===== src/rtl/cgp_feature_sequencer_if.sv =====
// Feature-in / result-out stream bundle for the CGP classifier sequencer.
// slave is the sequencer side, master the producer/consumer side.
interface cgp_feature_sequencer_if #(
    parameter int FEAT_W = 8
);
    logic              s_valid;
    logic              s_ready;
    logic [FEAT_W-1:0] s_data;
    logic              s_last;
    logic              m_valid;
    logic              m_ready;
    logic              m_class;
    logic              m_err;

    modport master (
        output s_valid, s_data, s_last, m_ready,
        input  s_ready, m_valid, m_class, m_err
    );

    modport slave (
        input  s_valid, s_data, s_last, m_ready,
        output s_ready, m_valid, m_class, m_err
    );
endinterface


===== src/rtl/cgp_feature_sequencer.sv =====
// Quantizes three feature beats into classifier operands, waits a settle
// window, captures the decision and returns it with framing/status counters.
module cgp_feature_sequencer #(
    parameter int FEAT_W        = 8,
    parameter int Q_W           = 3,
    parameter int SETTLE_CYCLES = 1,
    parameter int CNT_W         = 16
) (
    input  logic                  clk,
    input  logic                  rst,
    cgp_feature_sequencer_if.slave bus,
    output logic [Q_W-1:0]        input_a,
    output logic [Q_W-1:0]        input_b,
    output logic [Q_W-1:0]        input_c,
    input  logic                  cgp_out,
    output logic [CNT_W-1:0]      cnt_samples,
    output logic [CNT_W-1:0]      cnt_err
);
    localparam int SH   = FEAT_W - Q_W;
    localparam int SC_W = $clog2(SETTLE_CYCLES + 1);
    localparam logic [FEAT_W:0] RND  = (FEAT_W+1)'((2 ** SH) / 2);
    localparam logic [FEAT_W:0] QMAX = (FEAT_W+1)'((2 ** Q_W) - 1);

    typedef enum logic [1:0] {
        ST_LOAD,
        ST_DRAIN,
        ST_SETTLE,
        ST_OUT
    } state_t;

    state_t          state_q, state_d;
    logic [1:0]      idx_q, idx_d;
    logic [SC_W-1:0] cnt_q, cnt_d;
    logic [Q_W-1:0]  a_q, a_d, b_q, b_d, c_q, c_d;
    logic            cls_q, cls_d, err_q, err_d;
    logic [CNT_W-1:0] cs_q, cs_d, ce_q, ce_d;
    logic [FEAT_W:0] q_sum, q_shr;
    logic [Q_W-1:0]  q_val;
    logic            s_ready;

    // Round to nearest, clamp the top code that rounding can overflow into
    always_comb begin
        q_sum = {1'b0, bus.s_data} + RND;
        q_shr = q_sum >> SH;
        q_val = (q_shr > QMAX) ? QMAX[Q_W-1:0] : q_shr[Q_W-1:0];
    end

    always_comb begin
        state_d = state_q;
        idx_d   = idx_q;
        cnt_d   = cnt_q;
        a_d     = a_q;
        b_d     = b_q;
        c_d     = c_q;
        cls_d   = cls_q;
        err_d   = err_q;
        cs_d    = cs_q;
        ce_d    = ce_q;
        s_ready = 1'b0;
        unique case (state_q)
            ST_LOAD: begin
                s_ready = 1'b1;
                if (bus.s_valid) begin
                    if (bus.s_last && idx_q != 2'd2) begin
                        state_d = ST_OUT;
                        cls_d   = 1'b0;
                        err_d   = 1'b1;
                        idx_d   = 2'd0;
                    end else if (!bus.s_last && idx_q == 2'd2) begin
                        state_d = ST_DRAIN;
                        idx_d   = 2'd0;
                    end else begin
                        unique case (idx_q)
                            2'd0:    a_d = q_val;
                            2'd1:    b_d = q_val;
                            default: c_d = q_val;
                        endcase
                        if (idx_q == 2'd2) begin
                            state_d = ST_SETTLE;
                            cnt_d   = SC_W'(SETTLE_CYCLES);
                            idx_d   = 2'd0;
                        end else begin
                            idx_d = idx_q + 2'd1;
                        end
                    end
                end
            end
            ST_DRAIN: begin
                s_ready = 1'b1;
                if (bus.s_valid && bus.s_last) begin
                    state_d = ST_OUT;
                    cls_d   = 1'b0;
                    err_d   = 1'b1;
                end
            end
            ST_SETTLE: begin
                cnt_d = cnt_q - SC_W'(1);
                if (cnt_q == SC_W'(1)) begin
                    state_d = ST_OUT;
                    cls_d   = cgp_out;
                    err_d   = 1'b0;
                end
            end
            ST_OUT: begin
                if (bus.m_ready) begin
                    state_d = ST_LOAD;
                    idx_d   = 2'd0;
                    if (err_q) begin
                        ce_d = (ce_q != '1) ? ce_q + CNT_W'(1) : ce_q;
                    end else begin
                        cs_d = (cs_q != '1) ? cs_q + CNT_W'(1) : cs_q;
                    end
                end
            end
            default: state_d = ST_LOAD;
        endcase
    end

    always_ff @(posedge clk) begin
        if (rst) begin
            state_q <= ST_LOAD;
            idx_q   <= '0;
            cnt_q   <= '0;
            a_q     <= '0;
            b_q     <= '0;
            c_q     <= '0;
            cls_q   <= 1'b0;
            err_q   <= 1'b0;
            cs_q    <= '0;
            ce_q    <= '0;
        end else begin
            state_q <= state_d;
            idx_q   <= idx_d;
            cnt_q   <= cnt_d;
            a_q     <= a_d;
            b_q     <= b_d;
            c_q     <= c_d;
            cls_q   <= cls_d;
            err_q   <= err_d;
            cs_q    <= cs_d;
            ce_q    <= ce_d;
        end
    end

    assign bus.s_ready  = s_ready;
    assign bus.m_valid  = (state_q == ST_OUT);
    assign bus.m_class  = cls_q;
    assign bus.m_err    = err_q;
    assign input_a      = a_q;
    assign input_b      = b_q;
    assign input_c      = c_q;
    assign cnt_samples  = cs_q;
    assign cnt_err      = ce_q;
endmodule


===== src/flat_wrapper.sv =====
// flat-port wrapper written by rule: the top's interface ports become plain ports
module cgp_feature_sequencer_flat 
#(
    parameter int FEAT_W        = 8,
    parameter int Q_W           = 3,
    parameter int SETTLE_CYCLES = 1,
    parameter int CNT_W         = 16
)
  (clk, rst, input_a, input_b, input_c, cgp_out, cnt_samples, cnt_err, bus_s_valid, bus_s_data, bus_s_last, bus_m_ready, bus_s_ready, bus_m_valid, bus_m_class, bus_m_err);
  cgp_feature_sequencer_if #(.FEAT_W(FEAT_W)) bus_i ();
  input  logic clk;
  input  logic rst;
  output logic [Q_W-1:0] input_a;
  output logic [Q_W-1:0] input_b;
  output logic [Q_W-1:0] input_c;
  input  logic cgp_out;
  output logic [CNT_W-1:0] cnt_samples;
  output logic [CNT_W-1:0] cnt_err;
  input wire logic [$bits(bus_i.s_valid)-1:0] bus_s_valid;
  input wire logic [$bits(bus_i.s_data)-1:0] bus_s_data;
  input wire logic [$bits(bus_i.s_last)-1:0] bus_s_last;
  input wire logic [$bits(bus_i.m_ready)-1:0] bus_m_ready;
  output wire logic [$bits(bus_i.s_ready)-1:0] bus_s_ready;
  output wire logic [$bits(bus_i.m_valid)-1:0] bus_m_valid;
  output wire logic [$bits(bus_i.m_class)-1:0] bus_m_class;
  output wire logic [$bits(bus_i.m_err)-1:0] bus_m_err;
  assign bus_i.s_valid = bus_s_valid;
  assign bus_i.s_data = bus_s_data;
  assign bus_i.s_last = bus_s_last;
  assign bus_i.m_ready = bus_m_ready;
  assign bus_s_ready = bus_i.s_ready;
  assign bus_m_valid = bus_i.m_valid;
  assign bus_m_class = bus_i.m_class;
  assign bus_m_err = bus_i.m_err;
  cgp_feature_sequencer #(.FEAT_W(FEAT_W), .Q_W(Q_W), .SETTLE_CYCLES(SETTLE_CYCLES), .CNT_W(CNT_W)) u_core (.clk(clk), .rst(rst), .bus(bus_i), .input_a(input_a), .input_b(input_b), .input_c(input_c), .cgp_out(cgp_out), .cnt_samples(cnt_samples), .cnt_err(cnt_err));
endmodule

===== config.mk =====
export PLATFORM = sky130hd
export DESIGN_NAME = cgp_feature_sequencer_flat
export DESIGN_NICKNAME = d
export VERILOG_FILES = /design/src/rtl/cgp_feature_sequencer_if.sv /design/src/rtl/cgp_feature_sequencer.sv /design/src/flat_wrapper.sv
export SDC_FILE = /design/constraint.sdc
export NUM_CORES = 1
export LEC_CHECK = 0
export ABC_AREA = 0
export CAP_MARGIN = 10
export CORE_MARGIN = 3
export CORE_UTILIZATION = 33
export CTS_CLUSTER_DIAMETER = 40
export DETAILED_ROUTE_END_ITERATION = 16
export GPL_TIMING_DRIVEN = 0
export HOLD_SLACK_MARGIN = 0.05
export MAX_ROUTING_LAYER = met4
export PLACE_DENSITY = 0.57
export SYNTH_ARGS = -nofsm -noshare
export SYNTH_HDL_FRONTEND = slang
export SYNTH_SLANG_ARGS = --single-unit

===== constraint.sdc =====
create_clock -name clk -period 2.45 [get_ports clk]
set_clock_uncertainty 0.05 [all_clocks]
set_input_delay 0.49 -clock clk [delete_from_list [all_inputs] [get_ports clk]]
set_output_delay 0.49 -clock clk [all_outputs]
set_load 0.01 [all_outputs]

# Word-level counts from Yosys, hierarchy flattened
# Index checks and enable logic that the tools add are counted.
# word_totals
reg_bits	48
inputBits	14
output_inout_bits	45
word_cells	87
# classes
n_addsub	5
n_lt_le_gt_ge	1
eq_ne	17
n_mux	30
bitwise	4
n_reduce_logical	20
# ops
operator	n
adder 16 x 1 -> 16 bit, second input constant	2
inequality test 16 bit, second input constant	2
AND reduction 5 bit	6
2-to-1 mux 2 bit	11
2-to-1 mux 1 bit	13
inequality test 2 bit, second input constant	5
adder 8 x 5 -> 9 bit, second input constant	1
inequality test 2 x 1 -> 1 bit, second input constant	4
case mux 2 bit (4 select lines)	1
AND reduction 4 bit	2
== test 2 bit, second input constant	3
case mux 1 bit (3 select lines)	2
== test 2 x 1 -> 1 bit, second input constant	2
> comparator 4 x 3 -> 1 bit, second input constant	1
logical NOT 2 bit	2
inequality test 4 x 1 -> 1 bit, second input constant	1
inverter 1 bit	4
case mux 2 bit (2 select lines)	1
nonzero test 2 bit	2
OR reduction 2 bit	2
logical AND 1 bit	3
2-to-1 mux 3 bit	1
AND reduction 3 bit	1
nonzero test 3 bit	1
other kinds (4)	4

# Depth between registers and ports, before layout
# Gate-level depths: netlist of run 1.
# logic_depth
depth_word	6
ltp_mapped	7
depth_no_buf	7

# Least setup slack after synthesis of run 1
# Ideal clock, no wire load.
# synth_path
kind	reg-to-reg
start	register u_core.state_q[0]
end	register u_core.cls_q, in the netlist u_core.bus.m_class
setup_ns	0.067
arrival_ns	1.735
t_required_ns	2.333
slack_ns	0.598
path_stages_with_launch	7
n_path_buf	0
synth_period_minus_slack_ns	1.852
path_cell_list	dfxtp_1 inv_1 ha_1 and2b_1 or4_4 or2_1 a21oi_2
# synth_between
elab_chain_len	3
elab_cells_between_ends	10
classes_between	6 x eq/ne; 1 x mux; 3 x reduce/logical
# synth_rtl
element	line	rtl
start, declared	cgp_feature_sequencer.sv:31	state_t state_q, state_d;
start signal, assigned	cgp_feature_sequencer.sv:132	state_q <= state_d;
== test 2 bit, or another cell as far along	cgp_feature_sequencer.sv:60	unique case (state_q)
inequality test 2 x 1 -> 1 bit (no source line), or another cell as far along	--	
AND reduction 5 bit (no source line)	--	
end signal, assigned	cgp_feature_sequencer.sv:138	cls_q <= cls_d;
end, declared	cgp_feature_sequencer.sv:35	logic cls_q, cls_d, err_q, err_d;
# Several ways; a longest one is shown, not always the timed one.
# A chain may end at the register's enable or synchronous reset.

# Worst setup path in the final report of run 1
# layout_path
start	register u_core.state_q[0]
end	output bus_s_ready
# layout_between
elab_chain_len	3
elab_cells_between_ends	4
classes_between	1 x eq/ne; 1 x mux; 2 x reduce/logical
# layout_rtl
element	line	rtl
== test 2 x 1 -> 1 bit / logical NOT 2 bit (equally long branches)	cgp_feature_sequencer.sv:60	
OR reduction 2 bit (no source line) (*)	--	
2-to-1 mux 1 bit (*)	cgp_feature_sequencer.sv:60	
end, declared	flat_wrapper.sv:23	output wire logic [$bits(bus_i.s_ready)-1:0] bus_s_ready;
# Every way passes the cells marked *; elsewhere a longest branch is shown, timed or not.

==> run_results.csv, run 1 <==
group,metric,value,unit
global_route,track_usage,13.88,%
timing,min_period,2291,ps
synth,yosys_warnings,0,
timing,slew_headroom,60.02,%
cts,clockBufferDepth,2,
route,drtAntennaViolNets,0,
timing,finalSetupViolations,0,
pwr,peakVddDrop,0.3262,mV
timing,fin_tns_setup,0,ps
die,die_h,91.30,um
global_route,grt_pass1_wl,9.363,mm
critical_path,r2r_cells,6,
layout,area_growth,30.69,%
synth,ys.flop_type,"dfxtp_1",
synth,yosysTopAreaCellShare,40.02,%
cts,clock_latency,300,ps
pwr,leakagePower,1.118,nW
synth,synth_most_common_cell,"nor2_1",
cts,cts_sinks,48,
synth,synthTopCellsByArea,"dfxtp_1 40%, nor2_1 8.4%, ha_1 5.2%, xnor2_1 4.7%, mux2i_1 4.6%",
placement,place_ws,55.77,ps
layout,fillers,725,
die,io_pins,59,
cts,holdBufCountCts,0,
synth,postSynthNetCount,307,
synth,synthCells,283,
timing,fin_crit_sh,93.53,%
critical_path,cp_slowest_stage_delay,480,ps
route,firstDrtPassIters,4,
die,std_cell_rows,30,
synth,synthDistinctLibCells,42,
synth,ys_seq_area_share,40.02,%
timing,fmax,436.4,MHz
critical_path,r2r_start,"u_core.idx_q[1]$_SDFFE_PP0P_",
critical_path,cp-start-kind,"flop",
placement,dp_hpwl,4.058,mm
die,dieArea,8336,um2
synth,synth_area,2401,um2
critical_path,end_kind,"output pin",
hold_path,hold_end,"u_core.bus.m_class$_SDFFE_PP0P_",
cts,clk_pin_slew,80,ps
route,drc_errors,0,
placement,dp.cells,432,
layout,diodes,0,
synth,yosysTopAreaCell,"dfxtp_1",
timing,setup_ws,158.6,ps
global_route,antenna_found_initial,0,
cts,htree_num_levels,2,
placement,port_buffers,53,
pwr,p_per_area,554.3,nW/um2
route,drt_wl_total,5.494,mm
cts,cts_root_buf,"clkbuf_8",
critical_path,crit_type,"flop to output pin",
synth,synth_seq_cells,48,
timing,slew_viol_final,0,
layout,nets,367,
synth,ys_async_sr_fraction,0,%
critical_path,cp_max_fo,6,
route,wl_per_cell,12.51,um
global_route,grt_pass1_vias,2034,
synth,synthTopCellsByCount,"54 x nor2_1, 48 x dfxtp_1, 19 x nand2_1, 15 x a21oi_1, 14 x nand3_1",
synth,synth_edf_count,0,
critical_path,slowest_stage,"clkdlybuf4s50_1",
layout,final_cells,439,
layout,drive_above_1_share,5.539,%
critical_path,arrival,1750,ps
die,initial_core_util,34.76,%
critical_path,crit_path_cell_trace,"inv_1 > ha_2 > or2_2 > clkdlybuf4s50_1",
timing,rsz0062_at_grt,"no",
global_route,grt_start_max_net_pins,15,
status,outcome,"complete, no violations",
timing,worst_pin_slew,598.4,ps
run,drv_cap,0,
route,drt_iter0_markers,65,
layout,multi_input_area,1391,um2
die,die_w,91.30,um
die,core_area,6907,um2
placement,gp_congestion,0.8583,
cts,cts_buffers,5,
hold_path,hold_path.class,"flop to flop",
hold_path,min_from,"u_core.bus.m_class$_SDFFE_PP0P_",
route,vias_per_cell,4.911,
critical_path,crit_required,1910,ps
critical_path,r2r_end,"u_core.input_b[1]$_SDFFE_PP0P_",
global_route,grt-ovfl-total,0,
hold_path,whs_path_depth,2,
layout,regArea,963.4,um2
critical_path,r2r_slack,430,ps
route,vias,2156,
synth,avgSynthCellArea,8.484,um2
timing,finalHoldViolations,0,
layout,final_core_util,45.43,%
cts,cts_tree,"yes",
## flip-flops by register name, indices dropped and copies added, names as in the netlist
name / flops
u_core.cnt_q: 1
u_core.input_b: 3
u_core.idx_q: 2
u_core.input_a: 3
u_core.bus.m_err: 1
u_core.state_q: 2
u_core.cnt_samples: 16
u_core.cnt_err: 16
u_core.input_c: 3
u_core.bus.m_class: 1
## power breakdown
part | internal, W | switching (W)
combinational | 0.000209 | 0.000208
clock | 0.000194 | 0.000265
sequential | 0.000824 | 0.0000392
total | 0.00123 | 0.000512
## critical path: cells and delay by family, from the launching register on
| kind | cells | cell delay [ps] |
|---|---|---|
| buf+inv | 2 | 570 |
| fa+ha+maj | 1 | 220 |
| simple gates | 1 | 290 |
| flops | 1 | 380 |
## layout make-up
| class | instances | area share (%) |
|---|---|---|
| multi-input cells | 222 | 44.34 |
| flip-flops and latches | 48 | 30.70 |
| repair buffers | 53 | 16.91 |
| well taps | 96 | 3.828 |
| clock buffers | 5 | 2.193 |
| plain buffers | 7 | 0.9171 |
| inverters | 6 | 0.7177 |
| clock inverters | 2 | 0.3987 |
## stage by stage
stage / hold WS, ps / area, um2 / power, W
finish: 417.6 / 3138 / 0.001739
detailed placement: 417.8 / 3052 / 0.001295
global route: 437.8 / 3138 / 0.001857
CTS: 427.1 / 3133 / 0.001759
floorplan: 434.8 / 2401 / 0.001159
global placement: 409.9 / 3052 / 0.001292
## metal layers
layer | GRT usage [%] | vias up | share of wire (%)
met5 | - | - | 0
met4 | 4.020 | 0 | 1.0
met3 | 3.231 | 5 | 4.1
met2 | 21.21 | 49 | 45
met1 | 18.32 | 985 | 50
li1 | - | 1117 | -
## kinds of logic after synthesis
| group | count (synthesis) | share of synthesized area, % |
|---|---|---|
| buf+inv | 13 | 2.137 |
| fa+ha+maj | 10 | 5.211 |
| compound gates | 33 | 8.755 |
| simple gates | 144 | 30.54 |
| xor+xnor | 24 | 8.754 |
| flops | 48 | 40.02 |
| mux | 11 | 4.586 |
## placed cells by master (no fill, tap or decap), drive strengths merged, types with 11 or more instances in the layout
cell type,count
nand4,11
xor2,11
nand2,19
nor2,54
dfxtp,48
a21oi,16
nand3,14
clkdlybuf4s50,53
xnor2,13
mux2i,11
## what timing repair did
item                       4_1_cts  5_1_grt
gates resized for setup          0        3
setup endpoints to repair        0        1
hold endpoints to repair         0        0
buffers inserted                 0        0
## how the worst max path moves through the flow
stage	startpoint	endpoint	slack (ps)	cells after the start
floorplan	u_core.state_q[0]$_SDFFE_PP0P_	u_core.bus.m_class$_SDFFE_PP0P_	600	6
global placement	bus_s_last	u_core.state_q[0]$_SDFFE_PP0P_	60	6
detailed placement	bus_s_last	u_core.input_b[1]$_SDFFE_PP0P_	60	6
CTS	u_core.state_q[0]$_SDFFE_PP0P_	bus_s_ready	8	4
global route	u_core.state_q[0]$_SDFFE_PP0P_	bus_s_ready	60	4
finish	u_core.state_q[0]$_SDFFE_PP0P_	bus_s_ready	160	4
Power figures use the tool's default switching activity.
==> run 2, diff against run 1 <==
Settings changed: CORE_UTILIZATION 33 to 49, PLACE_DENSITY 0.57 to 0.79.
==> run 2 against run 1 <==
  * Design area decreased by 0.92%
  * Worst setup slack got worse by 15 ps
  * First-iteration DRC count increased to 2.5 times the previous value
  * Clock power increased by 4%
  * Count of clock-buffer cells in the layout unchanged
  * Non-clock buffer count unchanged
  * Critical path depth unchanged
  * Via count increased by 2.5%
  * Flip-flop and latch count unchanged
  * Hold slack got worse by 4.9 ps
  * Sequential share of layout area increased by 0.28 points
  * Critical endpoint unchanged
==> run_results.csv, run 2 (synthesis results as in run 1) <==
group,metric,value,unit
status,outcome,"complete, no violations",
critical_path,r2r_cells,6,
hold_path,hold_path.class,"flop to flop",
layout,nets,367,
pwr,p_per_area,566.4,nW/um2
cts,cts_root_buf,"clkbuf_8",
critical_path,crit_required,1910,ps
critical_path,r2r_end,"u_core.input_b[2]$_SDFFE_PP0P_",
critical_path,cp-start-kind,"flop",
die,die_h,76,um
critical_path,r2r_start,"u_core.idx_q[1]$_SDFFE_PP0P_",
global_route,antenna_found_initial,0,
cts,clockBufferDepth,2,
timing,fmax,433.6,MHz
global_route,grt-ovfl-total,0,
timing,min_period,2306,ps
route,drtAntennaViolNets,0,
layout,diodes,0,
cts,clk_pin_slew,90,ps
run,drv_cap,0,
global_route,grt_pass1_vias,2024,
critical_path,startpoint,"u_core.state_q[0]$_SDFFE_PP0P_",
placement,gp_congestion,0.8780,
cts,clock_latency,300,ps
timing,slew_viol_final,0,
layout,area_growth,29.49,%
layout,final_cell_mix,"54 x nor2_1, 53 x clkdlybuf4s50_1, 46 x dfxtp_1",
route,drc_errors,0,
route,vias,2209,
global_route,grt_start_max_net_pins,17,
die,io_pins,59,
route,vias_per_cell,5.401,
critical_path,crit_type,"flop to output pin",
critical_path,r2r_slack,390,ps
placement,placed_cell_area,3013,um2
layout,stdcell_area,3109,um2
placement,port_buffers,53,
pwr,leakagePower,1.127,nW
cts,cts_tree,"yes",
placement,dp_hpwl,3.953,mm
layout,drive_above_1_share,5.814,%
timing,finalHoldViolations,0,
die,core_area,4534,um2
global_route,grt_pass1_wl,9.197,mm
die,die_w,76,um
timing,fin_tns_setup,0,ps
die,initial_core_util,52.95,%
critical_path,worstSetupEndpoint,"bus_s_ready",
critical_path,cp_max_fo,6,
cts,holdBufCountCts,0,
route,drt_iter0_markers,165,
timing,rsz0062_at_grt,"no",
cts,cts_sinks,48,
critical_path,arrival,1770,ps
timing,fin_crit_sh,94.13,%
timing,finalSetupViolations,0,
timing,worst_pin_slew,645.5,ps
cts,htree_num_levels,2,
route,firstDrtPassIters,5,
timing,slew_headroom,56.88,%
route,wl_per_cell,13.16,um
route,drt_wl_total,5.382,mm
die,std_cell_rows,24,
layout,final_common_cell,"nor2_1",
cts,cts_buffers,5,
critical_path,end_kind,"output pin",
die,dieArea,5776,um2
global_route,track_usage,19.27,%
pwr,peakVddDrop,0.5141,mV
[run 2: cell types whose count changed in the layout (fill, tap and decap cells not counted), sizes merged]
cell      previous run  this run
inv                  6         7
clkinvlp             1         0
clkinv               1         2
[run 2: metrics by stage]
stage	cells	hold slack, ps	util [%]	worst slack (ps)	power (W)
final	409	412.7	68.57	143.7	0.001761
after global routing	409	450.8	68.57	60.40	0.001856
after CTS	409	419.7	68.49	15.02	0.001776
after detailed placement	401	408.8	66.45	24.65	0.001298
after global placement	401	397.4	66.45	38.46	0.001288
after floorplan	283	434.8	-	598.1	0.001159
[run 2: area by class of cell]
| type | instances | area, um2 |
|---|---|---|
| Timing Repair Buffer | 53 | 530.5 |
| Multi-Input combinational cell | 222 | 1391 |
| Fill cell | 376 | 1425 |
| Tap cell | 65 | 81.33 |
| Inverter | 6 | 22.52 |
| Buffer | 7 | 28.78 |
| Clock inverter | 3 | 22.52 |
| Sequential cell | 48 | 963.4 |
| Clock buffer | 5 | 68.82 |
[run 2: worst min-delay path by stage]
stage / start / end / slack, ps / cells after the start
global placement: u_core.bus.m_class$_SDFFE_PP0P_ / u_core.bus.m_class$_SDFFE_PP0P_ / 400 / 2
finish: u_core.bus.m_class$_SDFFE_PP0P_ / u_core.bus.m_class$_SDFFE_PP0P_ / 410 / 2
floorplan: u_core.bus.m_class$_SDFFE_PP0P_ / u_core.bus.m_class$_SDFFE_PP0P_ / 430 / 2
CTS: u_core.bus.m_class$_SDFFE_PP0P_ / u_core.bus.m_class$_SDFFE_PP0P_ / 420 / 2
detailed placement: u_core.bus.m_class$_SDFFE_PP0P_ / u_core.bus.m_class$_SDFFE_PP0P_ / 410 / 2
global route: u_core.bus.m_class$_SDFFE_PP0P_ / u_core.bus.m_class$_SDFFE_PP0P_ / 450 / 2
[run 2: timing repair]
item                       CTS  global route
setup endpoints to repair    1             1
gates resized for setup      1             2
gates cloned                 0             0
setup buffers                0             0
[run 2: layer usage]
metal	track usage (%)	up-vias	wire (um)
li1	-	1116	-
met3	4.255	5	256
met5	-	-	0
met2	30.85	59	2511
met4	3.261	0	27
met1	25.54	1029	2587
[run 2: critical path, stage by stage (launching register included)]
cell             delay, ps
dfxtp_2                380
inv_1                   90
ha_2                   230
or2_2                  290
clkdlybuf4s50_1        480
[run 2: report_power, final]
part	leakage (nW)	switching [W]	internal, W
Clock	0.0485	0.000272	0.000205
Sequential	0.388	0.0000416	0.000824
Combinational	0.690	0.000210	0.000209
